## src/rtl/muon_event_readout_pkg.sv

```systemverilog
// Shared constants and types for the muon event readout block.
package muon_readout_pkg;

  localparam int         TS_W        = 64;
  localparam int         FRAME_BYTES = 10;
  localparam logic [7:0] SYNC_BYTE   = 8'hA5;

  // Frame byte index of the first timestamp byte sent after SYNC (MSB first).
  localparam logic [2:0] FIRST_DATA_IDX = 3'(FRAME_BYTES - 3);

  typedef enum logic [1:0] {
    IDLE,
    SYNC,
    DATA,
    CSUM
  } state_e;

endpackage

```

## src/rtl/muon_event_readout_if.sv

```systemverilog
// Valid/ready byte link toward the host UART/USB bridge.
interface muon_event_readout_if;

  logic [7:0] tx_data;
  logic       tx_valid;
  logic       tx_ready;

  modport master (output tx_data, output tx_valid, input tx_ready);
  modport slave  (input tx_data, input tx_valid, output tx_ready);

endinterface

```

## src/rtl/muon_event_readout_ts_fifo.sv

```systemverilog
// Synchronous FIFO with wrap-bit pointers; flags decoded from registered pointers.
module ts_fifo #(
  parameter int WIDTH = 64,
  parameter int DEPTH = 16
) (
  input  logic             clk,
  input  logic             reset,
  input  logic             push_i,
  input  logic             pop_i,
  input  logic [WIDTH-1:0] din_i,
  output logic [WIDTH-1:0] dout_o,
  output logic             empty_o,
  output logic             full_o
);

  localparam int AW = $clog2(DEPTH);

  logic [AW:0]      wr_ptr_q;
  logic [AW:0]      rd_ptr_q;
  logic [WIDTH-1:0] mem_q [DEPTH];

  // Store incoming entries; writes into a full FIFO are ignored.
  // NOTE: the storage array is deliberately not reset -- the pointers alone
  // decide which entries are valid, and resetting a RAM costs a mux per bit.
  always_ff @(posedge clk) begin
    if (push_i && !full_o) begin
      mem_q[wr_ptr_q[AW-1:0]] <= din_i;
    end
  end

  // Advance read/write pointers; the extra MSB tells full from empty.
  // NOTE: sequential state uses non-blocking assignments so every register
  // samples pre-edge values regardless of statement order.
  always_ff @(posedge clk or posedge reset) begin
    if (reset) begin
      wr_ptr_q <= '0;
      rd_ptr_q <= '0;
    end else begin
      if (push_i && !full_o) begin
        wr_ptr_q <= wr_ptr_q + {{AW{1'b0}}, 1'b1};
      end
      if (pop_i && !empty_o) begin
        rd_ptr_q <= rd_ptr_q + {{AW{1'b0}}, 1'b1};
      end
    end
  end

  assign empty_o = (wr_ptr_q == rd_ptr_q);
  assign full_o  = (wr_ptr_q[AW] != rd_ptr_q[AW]) &&
                   (wr_ptr_q[AW-1:0] == rd_ptr_q[AW-1:0]);
  assign dout_o  = mem_q[rd_ptr_q[AW-1:0]];

endmodule

```

## src/rtl/muon_event_readout.sv

```systemverilog
// Buffers detector timestamps and drains them as 10-byte framed packets
// (SYNC, 8 timestamp bytes MSB first, XOR checksum) over a byte link.
module muon_event_readout
  import muon_readout_pkg::*;
#(
  parameter int DEPTH  = 16,
  parameter int DROP_W = 16
) (
  input  logic                  clk,
  input  logic                  reset,
  input  logic [TS_W-1:0]       ts_in_i,
  input  logic                  ts_valid_i,
  muon_event_readout_if.master  tx_if,
  output logic                  fifo_empty_o,
  output logic                  fifo_full_o,
  output logic [DROP_W-1:0]     drop_count_o
);

  state_e            state_q;
  logic [TS_W-1:0]   shift_q;
  logic [7:0]        csum_q;
  logic [2:0]        idx_q;
  logic [7:0]        tx_data_q;
  logic              tx_valid_q;
  logic [DROP_W-1:0] drop_q;

  logic [TS_W-1:0]   head;
  logic              push;
  logic              pop;
  logic              accept;

  // Full is judged on pre-edge state, so a write colliding with a pop while
  // full is still dropped.
  assign push   = ts_valid_i && !fifo_full_o;
  assign accept = tx_valid_q && tx_if.tx_ready;
  assign pop    = !fifo_empty_o &&
                  ((state_q == IDLE) || ((state_q == CSUM) && accept));

  ts_fifo #(
    .WIDTH (TS_W),
    .DEPTH (DEPTH)
  ) u_fifo (
    .clk     (clk),
    .reset   (reset),
    .push_i  (push),
    .pop_i   (pop),
    .din_i   (ts_in_i),
    .dout_o  (head),
    .empty_o (fifo_empty_o),
    .full_o  (fifo_full_o)
  );

  // Framing FSM: every link output is a register updated only on start or accept.
  always_ff @(posedge clk or posedge reset) begin
    if (reset) begin
      state_q    <= IDLE;
      shift_q    <= '0;
      csum_q     <= '0;
      idx_q      <= '0;
      tx_data_q  <= '0;
      tx_valid_q <= 1'b0;
    end else begin
      case (state_q)
        IDLE: begin
          if (!fifo_empty_o) begin
            shift_q    <= head;
            csum_q     <= '0;
            tx_data_q  <= SYNC_BYTE;
            tx_valid_q <= 1'b1;
            state_q    <= SYNC;
          end
        end
        SYNC: begin
          if (accept) begin
            tx_data_q <= shift_q[TS_W-1 -: 8];
            shift_q   <= {shift_q[TS_W-9:0], 8'h00};
            idx_q     <= FIRST_DATA_IDX;
            state_q   <= DATA;
          end
        end
        DATA: begin
          if (accept) begin
            csum_q <= csum_q ^ tx_data_q;
            if (idx_q != 3'd0) begin
              tx_data_q <= shift_q[TS_W-1 -: 8];
              shift_q   <= {shift_q[TS_W-9:0], 8'h00};
              idx_q     <= idx_q - 3'd1;
            end else begin
              tx_data_q <= csum_q ^ tx_data_q;
              state_q   <= CSUM;
            end
          end
        end
        CSUM: begin
          if (accept) begin
            if (!fifo_empty_o) begin
              // Back-to-back frame: go straight to SYNC with no idle cycle.
              shift_q   <= head;
              csum_q    <= '0;
              tx_data_q <= SYNC_BYTE;
              state_q   <= SYNC;
            end else begin
              tx_valid_q <= 1'b0;
              state_q    <= IDLE;
            end
          end
        end
        default: state_q <= IDLE;
      endcase
    end
  end

  // Saturating count of events lost to a full FIFO.
  always_ff @(posedge clk or posedge reset) begin
    if (reset) begin
      drop_q <= '0;
    end else if (ts_valid_i && fifo_full_o && (drop_q != {DROP_W{1'b1}})) begin
      drop_q <= drop_q + {{(DROP_W-1){1'b0}}, 1'b1};
    end
  end

  assign tx_if.tx_data  = tx_data_q;
  assign tx_if.tx_valid = tx_valid_q;
  assign drop_count_o   = drop_q;

endmodule

```

## src/flat_wrapper.sv

```systemverilog
// flat-port wrapper written by rule: the top's interface ports become plain ports
module muon_event_readout_flat import muon_readout_pkg::*;
#(
  parameter int DEPTH  = 16,
  parameter int DROP_W = 16
)
  (clk, reset, ts_in_i, ts_valid_i, fifo_empty_o, fifo_full_o, drop_count_o, tx_if_tx_data, tx_if_tx_valid, tx_if_tx_ready);
  muon_event_readout_if tx_if_i ();
  input  logic clk;
  input  logic reset;
  input  logic [TS_W-1:0] ts_in_i;
  input  logic ts_valid_i;
  output logic fifo_empty_o;
  output logic fifo_full_o;
  output logic [DROP_W-1:0] drop_count_o;
  output wire logic [$bits(tx_if_i.tx_data)-1:0] tx_if_tx_data;
  output wire logic [$bits(tx_if_i.tx_valid)-1:0] tx_if_tx_valid;
  input wire logic [$bits(tx_if_i.tx_ready)-1:0] tx_if_tx_ready;
  assign tx_if_tx_data = tx_if_i.tx_data;
  assign tx_if_tx_valid = tx_if_i.tx_valid;
  assign tx_if_i.tx_ready = tx_if_tx_ready;
  muon_event_readout #(.DEPTH(DEPTH), .DROP_W(DROP_W)) u_core (.clk(clk), .reset(reset), .ts_in_i(ts_in_i), .ts_valid_i(ts_valid_i), .tx_if(tx_if_i), .fifo_empty_o(fifo_empty_o), .fifo_full_o(fifo_full_o), .drop_count_o(drop_count_o));
endmodule
```

## config.mk

```make
export PLATFORM = sky130hd
export DESIGN_NAME = muon_event_readout_flat
export DESIGN_NICKNAME = d
export VERILOG_FILES = /design/src/rtl/muon_event_readout_pkg.sv /design/src/rtl/muon_event_readout_if.sv /design/src/rtl/muon_event_readout_ts_fifo.sv /design/src/rtl/muon_event_readout.sv /design/src/flat_wrapper.sv
export SDC_FILE = /design/constraint.sdc
export NUM_CORES = 1
export LEC_CHECK = 0
export ABC_CLOCK_PERIOD_IN_PS = 6500
export CORE_AREA = 10 10 295 297
export CTS_BUF_LIST = sky130_fd_sc_hd__clkbuf_16
export DETAILED_ROUTE_END_ITERATION = 8
export DIE_AREA = 0 0 305 307
export PLACE_DENSITY = 0.74
export SYNTH_ARGS = -nofsm -noshare
export SYNTH_HDL_FRONTEND = slang
export SYNTH_SLANG_ARGS = --single-unit
```

## constraint.sdc

```tcl
create_clock -name clk -period 6.5 [get_ports clk]
set_input_delay 1.3 -clock clk [delete_from_list [all_inputs] [get_ports clk]]
set_output_delay 1.3 -clock clk [all_outputs]
set_load 0.05 [all_outputs]
```

-- Word-level counts from Yosys, hierarchy flattened
Memories as Yosys holds them, arrays and structs flattened.
Index checks and enable logic that the tools add are counted.
- RAM bits: 1024
- output and inout port bits: 27
- logic and storage cells: 85
- input port bits: 68
- bits in registers: 112
- memories kept: 1
- reduce and logical (&&, ||, !) cells: 23
- muxes and demuxes: 33
- add/sub/neg operators: 4
- eq/ne operators: 14
- bitwise logic cells: 1
- memory list (memory ; words ; bits a word ; read ports ; clocked after memory_dff ; wr ports ; RTL line ; text):
    u_core.u_fifo.mem_q ; 16 ; 64 ; 1 ; 0 ; 1 ; muon_event_readout_ts_fifo.sv:20 ; logic [WIDTH-1:0] mem_q [DEPTH];
- operators with widths (cell ; count):
    2-to-1 mux 64 bit ; 5
    one-hot mux 64 bit (4 select lines) ; 1
    2-to-1 mux 8 bit ; 8
    one-hot mux 8 bit (4 select lines) ; 1
    one-hot mux 8 bit (3 select lines) ; 1
    adder 16 x 1 -> 16 bit (second input constant) ; 1
    inequality test 16 bit (second input constant) ; 1
    AND reduction 4 bit ; 3
    adder 5 x 1 -> 5 bit (second input constant) ; 2
    2-to-1 mux 2 bit ; 5
    inequality test 2 x 1 -> 1 bit (second input constant) ; 5
    logical AND 1 bit ; 9
    2-to-1 mux 3 bit ; 3
    one-hot mux 2 bit (4 select lines) ; 1
    XOR 8 bit ; 1
    2-to-1 mux 1 bit ; 6
    one-hot mux 3 bit (2 select lines) ; 1
    AND reduction 3 bit ; 2
    nonzero test 3 bit ; 2
    equality test 5 bit ; 1
    AND reduction 5 bit ; 1
    equality test 2 bit (second input constant) ; 2
    equality test 4 bit ; 1
    inequality test 2 bit (second input constant) ; 2
    other kinds (8) ; 10

-- Longest topological paths before layout
Gate-level depths: netlist of run 1.
- depth in word-level cells: 7
- mapped depth: 9
- depth with buffers taken out: 7

-- Hierarchy
Synthesis of run 1 repeated with hierarchy kept, for this count alone.
- cell total of the unflattened synthesis: 2290
- area, all modules: 44769.2 um^2
- modules (own cells, without submodules) (module ; area an instance (um^2) ; instances ; sequential area each (um^2) ; cells an instance):
    ts_fifo ; 39699.3 ; 1 ; 30999.7 ; 1780
    muon_event_readout ; 5069.9 ; 1 ; 2552.4 ; 510

-- Least setup slack after synthesis of run 1
OpenSTA, ideal clock, no wires.
- kind: input -> register
- start point: in ts_valid_i
- end point: mem u_core.u_fifo.mem_q[3][0] (enable)
- arrival: 6.125 ns
- cell stages on the path: 3
- setup time: 0.565 ns
- required time: 5.935 ns
- buffers on the path: 0
- setup slack: -0.189 ns
- cell sequence: a21boi_2 nand2_1 nor3_1
- word-level cells in the longest chain between the ends: 4
- ends and longest elaborated chain (what ; RTL line ; text):
    start, declared ; flat_wrapper.sv:12 ; input logic ts_valid_i;
    logical AND 1 bit ; muon_event_readout.sv:34 ; assign push = ts_valid_i && !fifo_full_o;
    logical AND 1 bit ; muon_event_readout_ts_fifo.sv:26 ; if (push_i && !full_o) begin
    2-to-1 mux 1 bit ; muon_event_readout_ts_fifo.sv:26 ;
    2-to-1 mux 1 bit (not written as such) ; muon_event_readout_ts_fifo.sv:27 ; mem_q[wr_ptr_q[AW-1:0]] <= din_i;
    end, declared ; muon_event_readout_ts_fifo.sv:20 ;
Every way passes these cells.

-- Final worst setup path of run 1
- start point: reg u_core.u_fifo.rd_ptr_q[0]
- end point: out fifo_empty_o
- word-level cells in the longest chain between the ends: 1
- ends and longest elaborated chain (what ; RTL line ; text):
    start, declared ; muon_event_readout_ts_fifo.sv:19 ; logic [AW:0] rd_ptr_q;
    start signal, assigned ; muon_event_readout_ts_fifo.sv:43 ; rd_ptr_q <= rd_ptr_q + {{AW{1'b0}}, 1'b1};
    equality test 5 bit ; muon_event_readout_ts_fifo.sv:48 ; assign empty_o = (wr_ptr_q == rd_ptr_q);
    end, declared ; flat_wrapper.sv:13 ; output logic fifo_empty_o;
Every way passes these cells.

==> metrics.txt, run 1 <==
hold buffers post-CTS 0; CTS tree done; CTS root buffer clkbuf_16; global-route wire length before repair 153 mm; count of cell types in the netlist 46; Post-Synthesis Cells 2363; RSZ-0062 raised after global routing no; Max-cap violations 0; postcts setup bufs 0; Post-Route WL 102 mm; launch point of the critical path u_core.u_fifo.rd_ptr_q[0]$_DFFE_PP0P_; Top Ports 95; Total Routing Usage GR 0.215; Worst-Margin Slew 1.30 ns; Worst-path clk slew 0.06 ns; Post-Syn Nets 2445; Num CTS Buffers 107; ANT nets after route 0; DR vias/cell 6.41; Tcrit/Tclk final 0.714; Synth Register Bits 1136; max frequency 0.215 GHz; Sink Count 1136; critical path startpoint category register; Rows 105; Layout Skew 0.0298 ns; Finished Core Util 0.614; Total Nets Final 2549; Synth top area share 0.694; ranking of synthesized cells by area edfxtp_1, mux4_2, dfrtp_1; initial core utilization 0.545; crit path max-delay cell type dfrtp_4; non-filler instance count after layout 3631; Syn Area/Cell 18.8 um^2; Area growth, synth to finish 12.6%; CP bufs+invs 2; Final Hold Viols 0; critical-path cell list xnor2_1 > and4_1 > nand2_1 > inv_1 > clkdlybuf4s50_1; Iter 0 DRT Violations 2747; GRT overflow 0; die area 0.0936 mm^2; PostCTS Resize Cnt 0; CP max FO 45; GPL Wtd Cong 0.802; Crit Path Category register to output pin; Clk Latency, worst-skew pair 0.67 ns; Req. time, crit path 5.20 ns; Die X 305 um; detailed placement HPWL 54.9 mm; status completed; initial antenna violation count 4; WP data arrival 3.34 ns; DRC 0; worst r2r src u_core.u_fifo.rd_ptr_q[0]$_DFFE_PP0P_; largest net degree at the start of global routing 132; PortBufs 94; wire per inst 28.0 um; total of warnings raised by yosys 0; CP max stage delay 0.93 ns; Die Height 307 um; total power 22.8 mW; post-synthesis sequential area ratio 0.757; fin crit period 4.64 ns; Leakage 16.6 nW; worst hold path class register to register; Post-Syn Area 0.0443 mm^2; vias in the first global route 24.0k; final setup TNS 0 ns; routed vias 23.3k; drt pass-1 iters 5; share of cells above drive strength 1 0.182; max-slew violations 0; Critical Path Sink Type output pin; peak supply drop 0.416 mV; crit-path leading delay family buffers and inverters; total core area 0.0813 mm^2; pwr/cell area 457 mW/mm^2; Clock Tree Buf Depth 3; area leader, netlist edfxtp_1; H-tree levels 3; placed cells 3428; Final Setup Violations 0; beginning of the worst hold path u_core.shift_q[14]$_DFFE_PP0P_; Slew headroom 0.130; WHS 0.509 ns
power by group:
group          internal (mW)  total (mW)  switching [mW]
registers               8.97        9.52           0.548
clock network           3.40        6.04            2.65
logic                   2.83        7.26            4.43
total                   15.2        22.8            7.62
cells in the final DEF, fill, tap and decap left out, types with 12 or more instances in the layout:
| master | count |
|---|---|
| mux4_2 | 143 |
| nor2_1 | 12 |
| ha_1 | 13 |
| o31ai_1 | 22 |
| inv_1 | 83 |
| nand4_1 | 12 |
| a22o_1 | 68 |
| a22oi_1 | 14 |
| o2bb2ai_1 | 12 |
| nand2_1 | 22 |
| nor2b_1 | 25 |
| nand3_1 | 12 |
| mux2_2 | 95 |
| xnor2_1 | 26 |
| mux2i_1 | 117 |
| a21oi_1 | 72 |
| nand2b_1 | 13 |
| edfxtp_1 | 1024 |
| clkbuf_16 | 109 |
| clkdlybuf4s50_1 | 94 |
| a211oi_1 | 80 |
| o21ai_0 | 82 |
| clkinv_1 | 31 |
| dfrtp_1 | 109 |
| o22ai_1 | 114 |
| buf_4 | 33 |
| clkinv_2 | 29 |
layer usage:
| metal | vias to the layer above | GRT usage | part of all wire |
|---|---|---|---|
| met3 | 182 | 0.0367 | 0.080 |
| li1 | 9799 | - | - |
| met4 | 6 | 0.0684 | 0.024 |
| met1 | 12200 | 0.291 | 0.40 |
| met2 | 1099 | 0.353 | 0.50 |
| met5 | - | 0 | 0.00045 |
per-stage QoR:
step / setup WS, ns / area [um^2]
after floorplan: -0.171 / 44300
after detailed placement: 1.93 / 46500
final: 1.86 / 49900
after global placement: 2.05 / 46500
after CTS: 1.80 / 49900
after global routing: 1.62 / 49900
sequential cells by signal, indices dropped and copies added, names as in the netlist:
register and cells:
u_core.u_fifo.rd_ptr_q 5, u_core.state_q 2, u_core.shift_q 64, u_core.drop_count_o 16
u_core.tx_if.tx_valid 1, u_core.tx_if.tx_data 8, u_core.idx_q 3, u_core.csum_q 8
u_core.u_fifo.wr_ptr_q 5, u_core.u_fifo.mem_q 1024
area by class of cell:
| cell class | count | area [um^2] |
|---|---|---|
| sequential | 1136 | 33600 |
| fill | 5492 | 31400 |
| multi-input combinational | 1016 | 9950 |
| clock buffer | 109 | 2730 |
| timing repair buffer | 137 | 1390 |
| tap | 1070 | 1340 |
| clock inverter | 93 | 688 |
| inverter | 69 | 263 |
| antenna | 1 | 2.50 |
Yosys cell counts (all sizes together):
master   number
a22o         68
buf          78
a22oi        14
xor2          2
o32a          1
and3b         1
a211oi       80
a21o          1
a2bb2oi       1
and4          2
edfxtp     1024
a21boi        1
mux2         95
or2           1
nand3        12
a21oi        72
nor3          6
mux2i       117
inv          69
nand4        12
mux4        143
and3          9
o21ai        91
clkbuf       64
ha           14
o22ai       114
o311ai        1
dfrtp       112
nand2        23
o21bai        1
or3b          1
nor2b        25
nand3b        1
nand2b       14
and2          4
o2bb2ai      12
o31ai        23
o31a          1
xnor2        26
nor2         23
nor3b         4
kinds of logic after synthesis:
family / synth area share
muxes: 0.123
DFF: 0.757
and+or+nand+nor: 0.0167
xor gates and xnor gates: 0.00553
AOI/OAI and AO/OA: 0.0718
buffers and inverters: 0.0220
adders and majority gates: 0.00395
final timing paths:
| check | to | slack [ns] | cells after the start |
|---|---|---|---|
| setup / recovery | fifo_empty_o | 1.86 | 5 |
| hold / removal | u_core.shift_q[14]$_DFFE_PP0P_ | 0.51 | 1 |
| setup reg to reg | u_core.u_fifo.mem_q[11][46]$_DFFE_PP_ | 2.42 | 6 |
| hold reg to reg | u_core.shift_q[14]$_DFFE_PP0P_ | 0.51 | 1 |
| max in group asynchronous | u_core.shift_q[38]$_DFFE_PP0P_ | 4.00 | 3 |
| min in group asynchronous | u_core.drop_count_o[6]$_DFFE_PP0P_ | 1.09 | 2 |
worst reg2reg max path: stages, from the launching register on:
cell and delay (ns):
dfrtp_4 0.93, xnor2_1 0.19, and4_1 0.26, a21boi_2 0.44
nand2_1 0.35, nor2_4 0.91, buf_4 0.60
No activity file was read; power rests on OpenSTA's default activity.
==> inputs of run 2 (changes only) <==
- ABC_CLOCK_PERIOD_IN_PS: 6500 -> 4500
- PLACE_DENSITY: 0.74 -> 0.72
- clock period: 6.5 -> 4.5 ns (I/O delays scaled with it)
==> metrics.txt, run 2 (synthesis results as in run 1) <==
Req. time, crit path 3.60 ns; pre-CTS setup slack 0.954 ns; GRT overflow 0; CTS root buffer clkbuf_16; met2 usage 0.358; RSZ-0062 raised after global routing no; Worst-path clk slew 0.07 ns; total core area 0.0813 mm^2; critical path startpoint category register; ANT nets after route 0; Critical Path Sink Type output pin; Worst-Margin Slew 1.06 ns; Iter 0 DRT Violations 2381; die area 0.0936 mm^2; Leakage 16.8 nW; commonest non-fill, non-tap cell in the layout edfxtp_1; P_int 22.2 mW; vias in the first global route 23.7k; Area growth, synth to finish 13.3%; met1 Use GR 0.285; Clk Latency, worst-skew pair 0.69 ns; gr busiest metal met2; Total Routing Usage GR 0.213; initial antenna violation count 2; Final Hold Viols 0; Crit Path Category register to output pin; most frequent cells in the layout edfxtp_1, mux4_2, mux2i_1; global-route wire length before repair 153 mm; PostCTS Resize Cnt 0; GPL Wtd Cong 0.811; status completed; Die Height 307 um; detailed placement HPWL 56.5 mm; max-slew violations 0; largest net degree at the start of global routing 105; Switching Fraction 0.333; Die X 305 um; DR vias/cell 6.33; pwr/cell area 662 mW/mm^2; sequential share of power 0.410; initial core utilization 0.545; logic gate share of total power 0.320; Sink Count 1136; share of cells above drive strength 1 0.183; fin worst setup slack 0.455 ns; total power 33.3 mW; worst reg2reg setup slack 1.19 ns; max frequency 0.247 GHz; Clock power frac 0.270; H-tree levels 3; Top Ports 95; Layout Skew 0.0263 ns; Rows 105; routed vias 23.0k; Finished Core Util 0.618; WP data arrival 3.14 ns; Max-cap violations 0; worst hold path class register to register; hold buffers post-CTS 0; Total Nets Final 2557; fin crit period 4.04 ns; ANT cells 0; Num CTS Buffers 107; met3 usage 0.0302; Slew headroom 0.292; postcts setup bufs 0; Final Setup Violations 0; CP max FO 31; wire per inst 27.7 um; drt pass-1 iters 8; CTS tree done; Switch Pwr 11.1 mW; Post-Route WL 101 mm; peak supply drop 0.646 mV; Tcrit/Tclk final 0.899; PortBufs 94; DRC 0; max FFs per register 1024; Clock Tree Buf Depth 3
[run 2: cell count changes in the layout (fill, tap and decap cells not counted), sizes merged]
| cell | delta |
|---|---|
| buf | +8 |
| clkbuf | -2 |
| inv | +15 |
| clkinvlp | -3 |
| diode | -1 |
| bufinv | +3 |
| clkinv | -16 |
[run 2: critical path, cell delays in order, from the launching register on]
cell and delay [ns]:
dfrtp_4 0.76, xnor2_1 0.21, and4_1 0.33, nand2_1 0.16, inv_1 0.17, clkdlybuf4s50_1 0.83
[run 2: through the flow]
stage / instance area, um^2 / hold slack, ns / TNS, ns / instances
final: 50200 / 0.503 / 0 / 3635
after global routing: 50200 / 0.515 / 0 / 3635
after CTS: 50200 / 0.504 / 0 / 3635
after detailed placement: 46700 / 0.492 / 0 / 3436
after global placement: 46700 / 0.476 / 0 / 3436
after floorplan: 44300 / 0.455 / -366.80 / 2363
[run 2: power groups by stage]
| stage | Clock, mW | Combinational [mW] | Sequential, mW |
|---|---|---|---|
| after detailed placement | 0 | 10.6 | 13.8 |
| after CTS | 9.09 | 10.7 | 13.6 |
| final | 8.98 | 10.7 | 13.6 |
| after global placement | 0 | 10.4 | 13.8 |
| after global routing | 9.53 | 11.4 | 13.7 |
| after floorplan | 0 | 7.44 | 13.7 |
[run 2: final timing paths]
check,from,cells after the start,to
setup reg to reg,u_core.u_fifo.rd_ptr_q[1]$_DFFE_PP0P_,6,u_core.u_fifo.mem_q[6][34]$_DFFE_PP_
min in group asynchronous,reset,2,u_core.drop_count_o[4]$_DFFE_PP0P_
hold reg to reg,u_core.drop_count_o[12]$_DFFE_PP0P_,1,u_core.drop_count_o[12]$_DFFE_PP0P_
setup / recovery,u_core.u_fifo.rd_ptr_q[1]$_DFFE_PP0P_,5,fifo_empty_o
max in group asynchronous,reset,3,u_core.shift_q[42]$_DFFE_PP0P_
hold / removal,u_core.drop_count_o[12]$_DFFE_PP0P_,1,u_core.drop_count_o[12]$_DFFE_PP0P_
[run 2: final cells by class]
| class | count | area [um^2] |
|---|---|---|
| flip-flops and latches | 1136 | 33600 |
| fillers | 5539 | 31100 |
| multi-input cells | 1016 | 9950 |
| clock buffers | 107 | 2680 |
| repair buffers | 145 | 1600 |
| well taps | 1070 | 1340 |
| clock inverters | 92 | 858 |
| inverters | 69 | 263 |
[run 2: routing by layer]
metal	wire length (um)	vias up
li1	-	9814
met1	40900	12100
met2	50800	934
met3	6200	175
met4	2730	2
met5	13	-
==> inputs of run 3 (changes only) <==
- ABC_CLOCK_PERIOD_IN_PS: 4500 -> 3800
- clock period: 4.5 -> 3.8 ns (I/O delays scaled with it)
==> metrics.txt, run 3 (synthesis results as in run 1) <==
status completed; Worst Hold Depth 1; Crit Path Category register to output pin; P_int 26.9 mW; pre-CTS setup slack 0.358 ns; max frequency 0.296 GHz; Tcrit/Tclk final 0.889; final setup TNS 0 ns; Worst-Margin Slew 1.03 ns; share of cells above drive strength 1 0.193; PostCTS Resize Cnt 0; DRC 0; Rows 105; Die Height 307 um; Num CTS Buffers 112; met2 usage 0.345; Switch Pwr 13.1 mW; wire per inst 27.1 um; Post-Route WL 99.6 mm; Clock Tree Buf Depth 3; Iter 0 DRT Violations 2363; GRT overflow 0; Final Setup Violations 0; logic gate share of total power 0.319; PortBufs 94; CTS root buffer clkbuf_16; hold buffers post-CTS 0; total core area 0.0813 mm^2; worst reg2reg setup slack 0.61 ns; Clock power frac 0.276; H-tree levels 3; Req. time, crit path 3.04 ns; worst hold path class register to register; Clk Latency, worst-skew pair 0.68 ns; CTS tree done; met3 usage 0.0392; post-place instance area 0.0470 mm^2; Sink Count 1136; Leakage 17.0 nW; commonest non-fill, non-tap cell in the layout edfxtp_1; Total Routing Usage GR 0.211; critical path startpoint category register; fin worst setup slack 0.422 ns; Top Ports 95; RSZ-0062 raised after global routing no; CP max FO 11; max-slew violations 0; pwr/cell area 788 mW/mm^2; Max-cap violations 0; sequential share of power 0.405; fin crit period 3.38 ns; drt pass-1 iters 5; Worst Reg-to-Reg Cells 6; Area growth, synth to finish 14.5%; GPL Wtd Cong 0.798; Layout Skew 0.0444 ns; initial antenna violation count 4; detailed placement HPWL 56.6 mm; Slew headroom 0.316; met1 Use GR 0.291; beginning of the worst hold path u_core.drop_count_o[12]$_DFFE_PP0P_; routed vias 23.0k; cell area after layout 0.0508 mm^2; ANT nets after route 0; gr busiest metal met2; Switching Fraction 0.328; Die X 305 um; worst r2r src u_core.u_fifo.wr_ptr_q[2]$_DFFE_PP0P_; postcts setup bufs 0; largest net degree at the start of global routing 77; global-route wire length before repair 151 mm; max FFs per register 1024; Total Nets Final 2580; most frequent cells in the layout edfxtp_1, mux4_2, mux2i_1, clkbuf_16, o22ai_1; initial core utilization 0.545; Final Hold Viols 0; peak supply drop 0.628 mV; die area 0.0936 mm^2; WP data arrival 2.62 ns; Worst-path clk slew 0.06 ns; DR vias/cell 6.28; vias in the first global route 23.9k; Critical Path Sink Type output pin; R2R Path End u_core.u_fifo.mem_q[6][38]$_DFFE_PP_; WHS Endpoint u_core.drop_count_o[12]$_DFFE_PP0P_
-- run 3: cell count changes in the layout (fill, tap and decap cells not counted), sizes merged --
cell,before,now
buf,51,71
clkdlybuf4s50,94,92
clkinv,46,49
bufinv,12,13
clkbuf,107,117
diode,0,1
clkinvlp,2,4
inv,101,99
-- run 3: metal layers --
metal	up-vias	wire length (um)
met5	-	27
met4	4	1660
met3	133	7910
met2	989	49100
met1	12000	40900
li1	9888	-
-- run 3: power groups by stage --
stage,logic (mW),registers (mW),clock network (mW)
final,12.8,16.2,11.1
after global routing,13.7,16.3,11.7
after CTS,12.8,16.2,11.2
after detailed placement,12.7,16.5,0
after global placement,12.4,16.4,0
after floorplan,8.82,16.2,0
-- run 3: how the worst max path moves through the flow --
| stage | cells after the start | slack [ns] | end | start |
|---|---|---|---|---|
| global placement | 5 | 0.40 | u_core.u_fifo.mem_q[6][39]$_DFFE_PP_ | ts_valid_i |
| detailed placement | 5 | 0.36 | u_core.u_fifo.mem_q[6][33]$_DFFE_PP_ | ts_valid_i |
| finish | 6 | 0.42 | fifo_empty_o | u_core.u_fifo.wr_ptr_q[2]$_DFFE_PP0P_ |
| floorplan | 7 | -0.79 | u_core.u_fifo.mem_q[7][0]$_DFFE_PP_ | u_core.u_fifo.wr_ptr_q[3]$_DFFE_PP0P_ |
| CTS | 6 | 0.39 | fifo_empty_o | u_core.u_fifo.rd_ptr_q[1]$_DFFE_PP0P_ |
| global route | 6 | 0.32 | fifo_empty_o | u_core.u_fifo.wr_ptr_q[2]$_DFFE_PP0P_ |
-- run 3: final cells by class --
type | count | area (um^2)
multi-input cells | 1016 | 9970
repair buffers | 163 | 1900
diodes | 1 | 2.50
inverters | 69 | 263
flip-flops and latches | 1136 | 33600
fillers | 5443 | 30500
clock inverters | 96 | 818
clock buffers | 117 | 2930
well taps | 1070 | 1340
-- run 3: critical path, stage by stage (launching register included) --
cell and delay [ns]:
dfrtp_1 0.75, xnor2_1 0.22, and4_1 0.28, buf_4 0.17, nand2_1 0.13, inv_1 0.17
buf_4 0.22
-- run 3: stage by stage --
step | cells | util | total power, mW | hold WS (ns)
2_1_floorplan | 2363 | - | 25.0 | 0.455
3_3_place_gp | 3454 | 0.578 | 28.8 | 0.473
3_5_place_dp | 3454 | 0.578 | 29.2 | 0.491
4_1_cts | 3667 | 0.624 | 40.2 | 0.499
5_1_grt | 3668 | 0.624 | 41.8 | 0.513
6_report | 3668 | 0.624 | 40.0 | 0.496
